### src/rtl/seg_pattern_decoder.sv
// ---------------------------------------------------------------------------
// seg_pattern_decoder
//
// Purpose:
//   Snoops a multiplexed, active-low 7-segment bus and recovers the 5-bit
//   display code shown on each digit. Every digit is debounced on its own
//   strobes. The accepted codes are kept in a per-digit table, and a
//   valid/ready change event is raised whenever a digit's accepted value
//   changes. This is the inverse of the hex-to-segment driver, so readback
//   logic can confirm what the status display is really showing.
//
// Parameters:
//   NUM_DIGITS  number of multiplexed digits (1..8)
//   STABLE_CNT  consecutive identical strobed samples needed to accept (1..15)
//
// Ports:
//   clk        system clock
//   rst        synchronous, active-high reset
//   seg_in     active-low segment bus, bit7 = DP, bits6..0 = g..a
//   dig_sel    one-hot active-high digit strobe, all-zero = bus idle
//   codes_out  accepted code per digit, digit i at [5i+4:5i]
//   err_out    per digit, accepted pattern was not a known glyph
//   ev_valid   change event pending
//   ev_ready   consumer accepts the event
//   ev_digit   digit index of the pending event
//   ev_code    code of the pending event
//   ev_err     err flag of the pending event
//   overrun    sticky, an event was dropped because the slot was busy
//   clr_ovr    clears overrun
//   dp_out     (SEG_DP_SPLIT_EN only) debounced decimal-point state per digit
//
// Optional feature macro: SEG_DP_SPLIT_EN
//   When defined, DP is ignored for the glyph lookup and tracked separately
//   on dp_out. The lone-DP pattern 7F still decodes as its own glyph.
// ---------------------------------------------------------------------------
module seg_pattern_decoder #(
  parameter int NUM_DIGITS = 6,
  parameter int STABLE_CNT = 3
) (
  input  logic                    clk,
  input  logic                    rst,
  input  logic [7:0]              seg_in,
  input  logic [NUM_DIGITS-1:0]   dig_sel,
  output logic [5*NUM_DIGITS-1:0] codes_out,
  output logic [NUM_DIGITS-1:0]   err_out,
  output logic                    ev_valid,
  input  logic                    ev_ready,
  output logic [2:0]              ev_digit,
  output logic [4:0]              ev_code,
  output logic                    ev_err,
  output logic                    overrun,
`ifdef SEG_DP_SPLIT_EN
  output logic [NUM_DIGITS-1:0]   dp_out,
`endif
  input  logic                    clr_ovr
);

  localparam logic [3:0] STABLE = 4'(STABLE_CNT);

  // Glyph table lookup, returns {err, code}. Both "D" and "d" share A1, so
  // code 17 never appears.
  function automatic logic [5:0] lookup(input logic [7:0] p);
    logic [5:0] r;
    case (p)
      8'hC0:   r = {1'b0, 5'd0};
      8'hF9:   r = {1'b0, 5'd1};
      8'hA4:   r = {1'b0, 5'd2};
      8'hB0:   r = {1'b0, 5'd3};
      8'h99:   r = {1'b0, 5'd4};
      8'h92:   r = {1'b0, 5'd5};
      8'h82:   r = {1'b0, 5'd6};
      8'hF8:   r = {1'b0, 5'd7};
      8'h80:   r = {1'b0, 5'd8};
      8'h90:   r = {1'b0, 5'd9};
      8'h88:   r = {1'b0, 5'd10};
      8'h83:   r = {1'b0, 5'd11};
      8'hC6:   r = {1'b0, 5'd12};
      8'hA1:   r = {1'b0, 5'd13};
      8'h86:   r = {1'b0, 5'd14};
      8'h8E:   r = {1'b0, 5'd15};
      8'hAF:   r = {1'b0, 5'd16};
      8'h87:   r = {1'b0, 5'd18};
      8'hF7:   r = {1'b0, 5'd19};
      8'hBF:   r = {1'b0, 5'd20};
      8'hAB:   r = {1'b0, 5'd21};
      8'h7F:   r = {1'b0, 5'd22};
      8'hC7:   r = {1'b0, 5'd23};
      8'hC1:   r = {1'b0, 5'd24};
      8'hFF:   r = {1'b0, 5'd31};
      default: r = {1'b1, 5'd31};
    endcase
    return r;
  endfunction

  // Per-digit state. The candidate holds the decoded key {dp, 1, err, code},
  // so that two different illegal patterns still count as "the same" sample.
  logic [7:0] r_cand [NUM_DIGITS];
  logic [3:0] r_cnt  [NUM_DIGITS];
  // Accepted value {dp, err, code}. The dp bit stays 0 when DP is not split.
  logic [6:0] r_acc  [NUM_DIGITS];

  logic [5:0] w_look;
  logic       w_dp;
  logic [7:0] w_key;
  logic [6:0] w_newAcc;

  // Combinational decode of the bus. With DP splitting, the DP bit is taken
  // out of the glyph and carried as its own debounced bit. The lone-DP glyph
  // 7F keeps its own code and is not treated as a lit DP.
  always_comb begin
`ifdef SEG_DP_SPLIT_EN
    if (seg_in == 8'h7F) begin
      w_look = {1'b0, 5'd22};
      w_dp   = 1'b0;
    end else begin
      w_look = lookup(seg_in | 8'h80);
      w_dp   = ~seg_in[7];
    end
`else
    w_look = lookup(seg_in);
    w_dp   = 1'b0;
`endif
    w_key    = {w_dp, 1'b1, w_look};
    w_newAcc = {w_dp, w_look};
  end

  logic [3:0] w_selCount;
  logic       w_oneHot;
  logic [2:0] w_idx;
  logic [7:0] w_selCand;
  logic [3:0] w_selCnt;
  logic [6:0] w_selAcc;
  logic [3:0] w_nextCnt;
  logic       w_accept;

  // Find the strobed digit and pull out its state. Strobes with zero or
  // several bits set are ignored. Because the strobe is one-hot, at most one
  // digit can produce an event in any cycle, so a single event path is enough.
  always_comb begin
    w_selCount = 4'd0;
    w_idx      = 3'd0;
    w_selCand  = 8'hFF;
    w_selCnt   = 4'd0;
    w_selAcc   = {2'b00, 5'd31};
    for (int i = 0; i < NUM_DIGITS; i++) begin
      w_selCount = w_selCount + {3'b000, dig_sel[i]};
      if (dig_sel[i]) begin
        w_idx     = 3'(i);
        w_selCand = r_cand[i];
        w_selCnt  = r_cnt[i];
        w_selAcc  = r_acc[i];
      end
    end
    w_oneHot = (w_selCount == 4'd1);

    // The counter saturates at STABLE, so a steady glyph keeps its accepted
    // state without retriggering an event.
    if (w_key == w_selCand)
      w_nextCnt = (w_selCnt >= STABLE) ? STABLE : (w_selCnt + 4'd1);
    else
      w_nextCnt = 4'd1;

    w_accept = w_oneHot && (w_nextCnt == STABLE) && (w_newAcc != w_selAcc);
  end

  // Debounce and accepted-value table. Only the strobed digit moves.
  always_ff @(posedge clk) begin
    if (rst) begin
      for (int i = 0; i < NUM_DIGITS; i++) begin
        r_cand[i] <= 8'hFF;
        r_cnt[i]  <= 4'd0;
        r_acc[i]  <= {2'b00, 5'd31};
      end
    end else if (w_oneHot) begin
      for (int i = 0; i < NUM_DIGITS; i++) begin
        if (dig_sel[i]) begin
          r_cand[i] <= w_key;
          r_cnt[i]  <= w_nextCnt;
          if (w_accept)
            r_acc[i] <= w_newAcc;
        end
      end
    end
  end

  // One-entry event slot. A new event may replace the pending one only in
  // the cycle where the consumer takes it. Otherwise the new event is lost
  // and overrun records the loss. A drop wins over a same-cycle clear.
  always_ff @(posedge clk) begin
    if (rst) begin
      ev_valid <= 1'b0;
      ev_digit <= 3'd0;
      ev_code  <= 5'd0;
      ev_err   <= 1'b0;
      overrun  <= 1'b0;
    end else begin
      if (w_accept) begin
        if (!ev_valid || ev_ready) begin
          ev_valid <= 1'b1;
          ev_digit <= w_idx;
          ev_code  <= w_newAcc[4:0];
          ev_err   <= w_newAcc[5];
        end else begin
          overrun <= 1'b1;
        end
      end else if (ev_valid && ev_ready) begin
        ev_valid <= 1'b0;
      end

      if (!(w_accept && ev_valid && !ev_ready) && clr_ovr)
        overrun <= 1'b0;
    end
  end

  // Flatten the accepted table onto the output buses.
  always_comb begin
    codes_out = '0;
    err_out   = '0;
`ifdef SEG_DP_SPLIT_EN
    dp_out    = '0;
`endif
    for (int i = 0; i < NUM_DIGITS; i++) begin
      codes_out[5*i +: 5] = r_acc[i][4:0];
      err_out[i]          = r_acc[i][5];
`ifdef SEG_DP_SPLIT_EN
      dp_out[i]           = r_acc[i][6];
`endif
    end
  end

endmodule

### config.mk
export PLATFORM = sky130hd
export DESIGN_NAME = seg_pattern_decoder
export DESIGN_NICKNAME = d
export VERILOG_FILES = /design/src/rtl/seg_pattern_decoder.sv
export SDC_FILE = /design/constraint.sdc
export NUM_CORES = 1
export LEC_CHECK = 0
export CORE_ASPECT_RATIO = 1.75
export CORE_UTILIZATION = 57
export CTS_CLUSTER_SIZE = 30
export DETAILED_ROUTE_END_ITERATION = 10
export GPL_TIMING_DRIVEN = 1
export PLACE_DENSITY_LB_ADDON = 0.1
export SLEW_MARGIN = 0
export SYNTH_ARGS = -nofsm -noshare
export SYNTH_HDL_FRONTEND = slang
export SYNTH_SLANG_ARGS = --single-unit
### constraint.sdc
create_clock -name clk -period 4.35 [get_ports clk]
set_input_delay 0.435 -clock clk [delete_from_list [all_inputs] [get_ports clk]]
set_output_delay 0.435 -clock clk [all_outputs]
set_load 0.005 [all_outputs]
After elaboration in Yosys (flattened, before gate mapping):

Memories as Yosys holds them, arrays and structs flattened.
Index checks and enable logic that the tools add are counted.

* register bits after elaboration: 11
* RAM bits: 102
* input port bits: 18
* output and inout port bits: 47
* word-level logic and storage cells: 177
* memories: 3

* $add $sub $neg: 6
* $lt $le $gt $ge: 1
* equal/unequal tests: 30
* mux-type cells: 98
* bitwise operators: 19
* reductions and logical operators: 15

Memory list
* r_cand: words 6, width 7, rd ports 6, clocked after memory_dff 0, write ports 6, line 97 `logic [7:0] r_cand [NUM_DIGITS];`
* r_acc: words 6, width 6, rd ports 6, clocked after memory_dff 0, write ports 6, line 100 `logic [6:0] r_acc [NUM_DIGITS];`
* r_cnt: words 6, width 4, rd ports 6, clocked after memory_dff 0, write ports 6, line 98 `logic [3:0] r_cnt [NUM_DIGITS];`

Operators by type and width (count)
* $eq A8 B8 Y1 const B: 24
* $pmux W6 S25: 1
* $mux W7: 12
* $mux W4: 14
* $mux W1: 55
* $mux W8: 6
* $mux W6: 6
* $or A1 B1 Y1: 18
* $mux W3: 4
* $add A4 B1 Y4: 2
* $eq A7 B8 Y1: 1
* $eq A8 B7 Y1 const B: 1
* $ne A6 B7 Y1: 1
* $logic_and A1 B1 Y1: 6
* $reduce_and A2 Y1: 3
* $add A3 B1 Y4: 1
* $add A4 B1 Y4 const B: 1
* $eq A4 B1 Y1 const B: 1
* $eq A4 B2 Y1 const B: 1
* $ge A4 B2 Y1 const B: 1
* $add A2 B1 Y3: 1
* $logic_not A1 Y1: 3
* $add A1 B1 Y2: 1
* $ne A2 B1 Y1 const B: 1
* 4 further kinds: 4

Longest topological paths before layout:

Gate-level depths: netlist (run 1).
An unclocked memory read counts as a cell.

* depth in word-level cells: 19
* mapped depth: 18
* depth with buffers taken out: 15

Least setup slack after synthesis (run 1):

No wires, ideal clock.

* path kind: input -> register
* start: input port dig_sel[0]
* end: memory r_acc[1][0] in the netlist's numbering (enable)
* library setup time: 316 ps
* data arrival time: 3384 ps
* required time: 4034 ps
* setup slack: 650 ps
* stages on the path: 12
* path buffers: 1
* path through: fa_1 inv_1 fa_1 inv_1 ha_1 fa_1 nor2_1 nand2_1 or3_1 nor3_4 buf_6 a21o_1

RTL lines
* start, declared: line 43 `input logic [NUM_DIGITS-1:0] dig_sel,`
* end, declared: line 100

Final worst setup path (run 1):

* start: input port dig_sel[0]
* end: register ev_digit[0]

* word-level cells in the longest chain between the ends: 13
* elaborated cells on any way between the ends: 34
* classes of those cells: add/sub (6); order compare (1); eq/ne (4); mux (20); reduce/logical (3)

RTL lines
* parallel branches: the longest is 11 deep, another holds $add A3 B1 Y4
* $logic_and A1 B1 Y1 *: line 163 `w_accept = w_oneHot && (w_nextCnt == STABLE) && (w_newAcc != w_selAcc);`
* $reduce_and A2 Y1 (no line) *
* end signal, assigned: line 200 `ev_digit <= w_idx;`
* end, declared: line 48 `output logic [2:0] ev_digit,`

Mark *: on every way between the ends.
A chain may end at the register's enable or synchronous reset.

==> out/qor.yml, run 1 <==
irDropWorstVdd_mv: 0.4089
worst_slew_pin_slew_ns: 0.7241
ys_types: 73
yosysWarnings: 0
grt_overflow: 0
avgSynthCellArea_sq_um: 10.40
ys_ff_latch: 113
crit_path_top_delay_cell: "fa_1"
path_delay_family: "adder cells"
status: "finished, final reports clean"
mostFrequentLayoutCells: "edfxtp_1 (97), clkdlybuf4s50_1 (64), buf_4 (56), nor2_1 (54), nand2_1 (48)"
critPathLaunchType: "input port"
port_buffers: 64
critPathRequiredTime_ns: 4.69
dieArea_sq_um: 10850
ys.flop_type: "edfxtp_1"
via_count: 5082
clock-sinks: 113
synth_edf_count: 97
cpMostUsedCell: "fa_1"
cp_max_fo: 9
cp_num_buf_inv: 4
dpl.hpwl_um: 12040
post-cts-setup-buffers: 0
crit_type: "input port to flip-flop"
p_comb_share_pct: 13.6
intPower_mw: 2.243
hp-class: "flip-flop to flip-flop"
core_sq_um: 10180
drive_above_1_share_pct: 15.22
setup_viol: 0
place_inst: 785
gp_congestion: 0.8898
cap_viol_max_count: 0
slew_viol_final: 0
rsz0062_at_grt: "no"
drcViolationCount: 0
via_per_inst: 6.220
swShare_pct: 26.03
dp_slack_ns: -0.03799
syn2layout_area_growth_pct: 27.47
wl_per_cell_um: 19.67
routed_wl_um: 16070
die_h_um: 137.0
cts_resized: 0
antenna_found_initial: 0
cts_buffers: 17
grt_pass1_vias: 5012
clkPwrFrac_pct: 42.6
max-slew-margin-rel_pct: 51.36
r2r_slack_ns: 1.05
final_common_cell: "edfxtp_1"
hold_buffers: 0
wl_met2_um: 8730
skew_ns: 0.007534
whs_ns: 0.4412
ant_nets: 0
p_per_area_nw_per_um2: 400.4
crit_arrival_ns: 4.29
cp_slowest_stage_delay_ns: 0.55
netlist_area_sq_um: 5939
p_seq_share_pct: 43.8
boundaryPins: 65
ys_seq_area_share_pct: 54.43
cts_tree: "done"
p_sw_mw: 0.7891
grt_usage_pct: 31.38
clock_latency_ns: 0.41
first_pass_iters: 5
setup_tns_ns: 0
fin_crit_ns: 3.957
synthArstFlopShare_pct: 0
wl_met3_um: 814
maxUsedRoutingLayer: "met4"
m1WireLength_um: 5769
max_freq_mhz: 252.7
grt_pass1_wl_um: 25070
power.leakage_nw: 2.715
cts_max_level: 4
stdcell_count: 817
min_period_over_period_pct: 90.95
core.rowCount: 49
drt_first_iter_violations: 369
grt_start_max_net_pins: 31
netlist_instances: 571
fin_util_pct: 74.39
die_w_um: 79.17
num-nets-final: 700
clk_pin_slew_ns: 0.05
hold_viol_final: 0
cts-root-buf: "clkbuf_16"
path_cells: "clkdlybuf4s50_1 > fa_1 > inv_1 > fa_1 > inv_1 > ha_1 > fa_1 > nor2_1 > nand2_1 > buf_4 > or4_4 > nor4_4 > and2_1 > mux2i_1"
fin_ws_ns: 0.3935
diodes: 0
cts_buffer_depth: 2
initial_utilization_pct: 58.36
critPathCaptureType: "flip-flop"
==> through the flow <==
step	cell area (sq um)	total power [mW]
after detailed placement	7009	1.752
after global routing	7571	3.125
final	7571	3.032
after CTS	7571	3.031
after floorplan	5981	1.594
after global placement	7009	1.734
==> synth_stat cells (all sizes together), types with 3 or more instances <==
library cell  count  area share [%]
and3              9            0.95
nand2            48             3.0
nand4             4            0.42
nor3             16             1.5
nand3b            3            0.59
a211oi            3            0.38
o21a              5            0.63
xnor2             3            0.44
clkbuf           24             1.5
or4b              4            0.67
dfxtp            16             5.4
nor2b            18             1.9
a22o              3            0.44
mux2i             3            0.51
nor4             11             1.5
and2              6            0.63
or2               4            0.42
o31a              3            0.44
a22oi             5            0.63
a21oi            26             2.2
o22ai            11             1.2
or3b              3            0.44
nor2             54             3.4
o21ai            26             2.2
nand2b           13             1.4
nor4b             4            0.59
xor2              4            0.59
a21o              7            0.88
edfxtp           97              49
nand3            38             3.2
a221o             4            0.67
inv              16             1.0
a221oi            3            0.44
or3               6            0.72
o221ai           11             1.6
fa                3             1.0
buf              21             2.0
==> routing by layer <==
metal  track usage [%]  vias up
met5                 0        -
met4             19.19        0
met3             5.933       59
met2             56.99      228
met1             32.72     2458
li1                  -     2337
==> cells by family after synthesis <==
logic type	Yosys count	synth area share [%]
other cells	1	0.06314
compound gates	132	15.50
fa+ha+maj	5	1.432
buf+inv	63	4.698
xor+xnor	7	1.032
flops	113	54.43
simple gates	247	22.33
mux	3	0.5056
==> power groups by stage <==
stage | combinational, mW | clock (mW) | sequential (mW)
final | 0.411 | 1.29 | 1.33
after global routing | 0.449 | 1.34 | 1.34
after CTS | 0.406 | 1.30 | 1.33
after detailed placement | 0.402 | 0 | 1.35
after global placement | 0.391 | 0 | 1.34
after floorplan | 0.255 | 0 | 1.34
==> state kept, by name, indices dropped and copies added (netlist names) <==
| register | count |
|---|---|
| r_cnt | 24 |
| ev_valid | 1 |
| ev_code | 5 |
| ev_err | 1 |
| r_acc | 36 |
| r_cand | 42 |
| overrun | 1 |
| ev_digit | 3 |
==> worst paths after layout <==
kind,cells after the start,from,to
min reg2reg,2,r_cand[1][6],r_cand[1][6]
max,14,dig_sel[0],ev_digit[0]
min,2,r_cand[1][6],r_cand[1][6]
max reg2reg,11,r_cand[1][4],r_acc[2][1]
==> worst min-delay path: stages, from the launching register on <==
cell and delay (ns):
dfxtp_1 0.31, nand2_1 0.05, nand2_1 0.04
==> cell type report <==
| type | instances | area, sq um |
|---|---|---|
| flip-flops and latches | 113 | 3233 |
| repair buffers | 121 | 1081 |
| clock buffers | 17 | 425.4 |
| well taps | 127 | 158.9 |
| clock inverters | 15 | 136.4 |
| multi-input cells | 406 | 2469 |
| fillers | 721 | 2606 |
| inverters | 18 | 67.56 |
Note: power is estimated with default switching activity, not from simulation.
==> inputs of run 2 (changes only) <==
Settings changed: CTS_BUF_LIST from default to sky130_fd_sc_hd__clkbuf_16.
==> results of run 2 <==
Same layout as run 1: the final DEF is identical, and so are final timing and power.
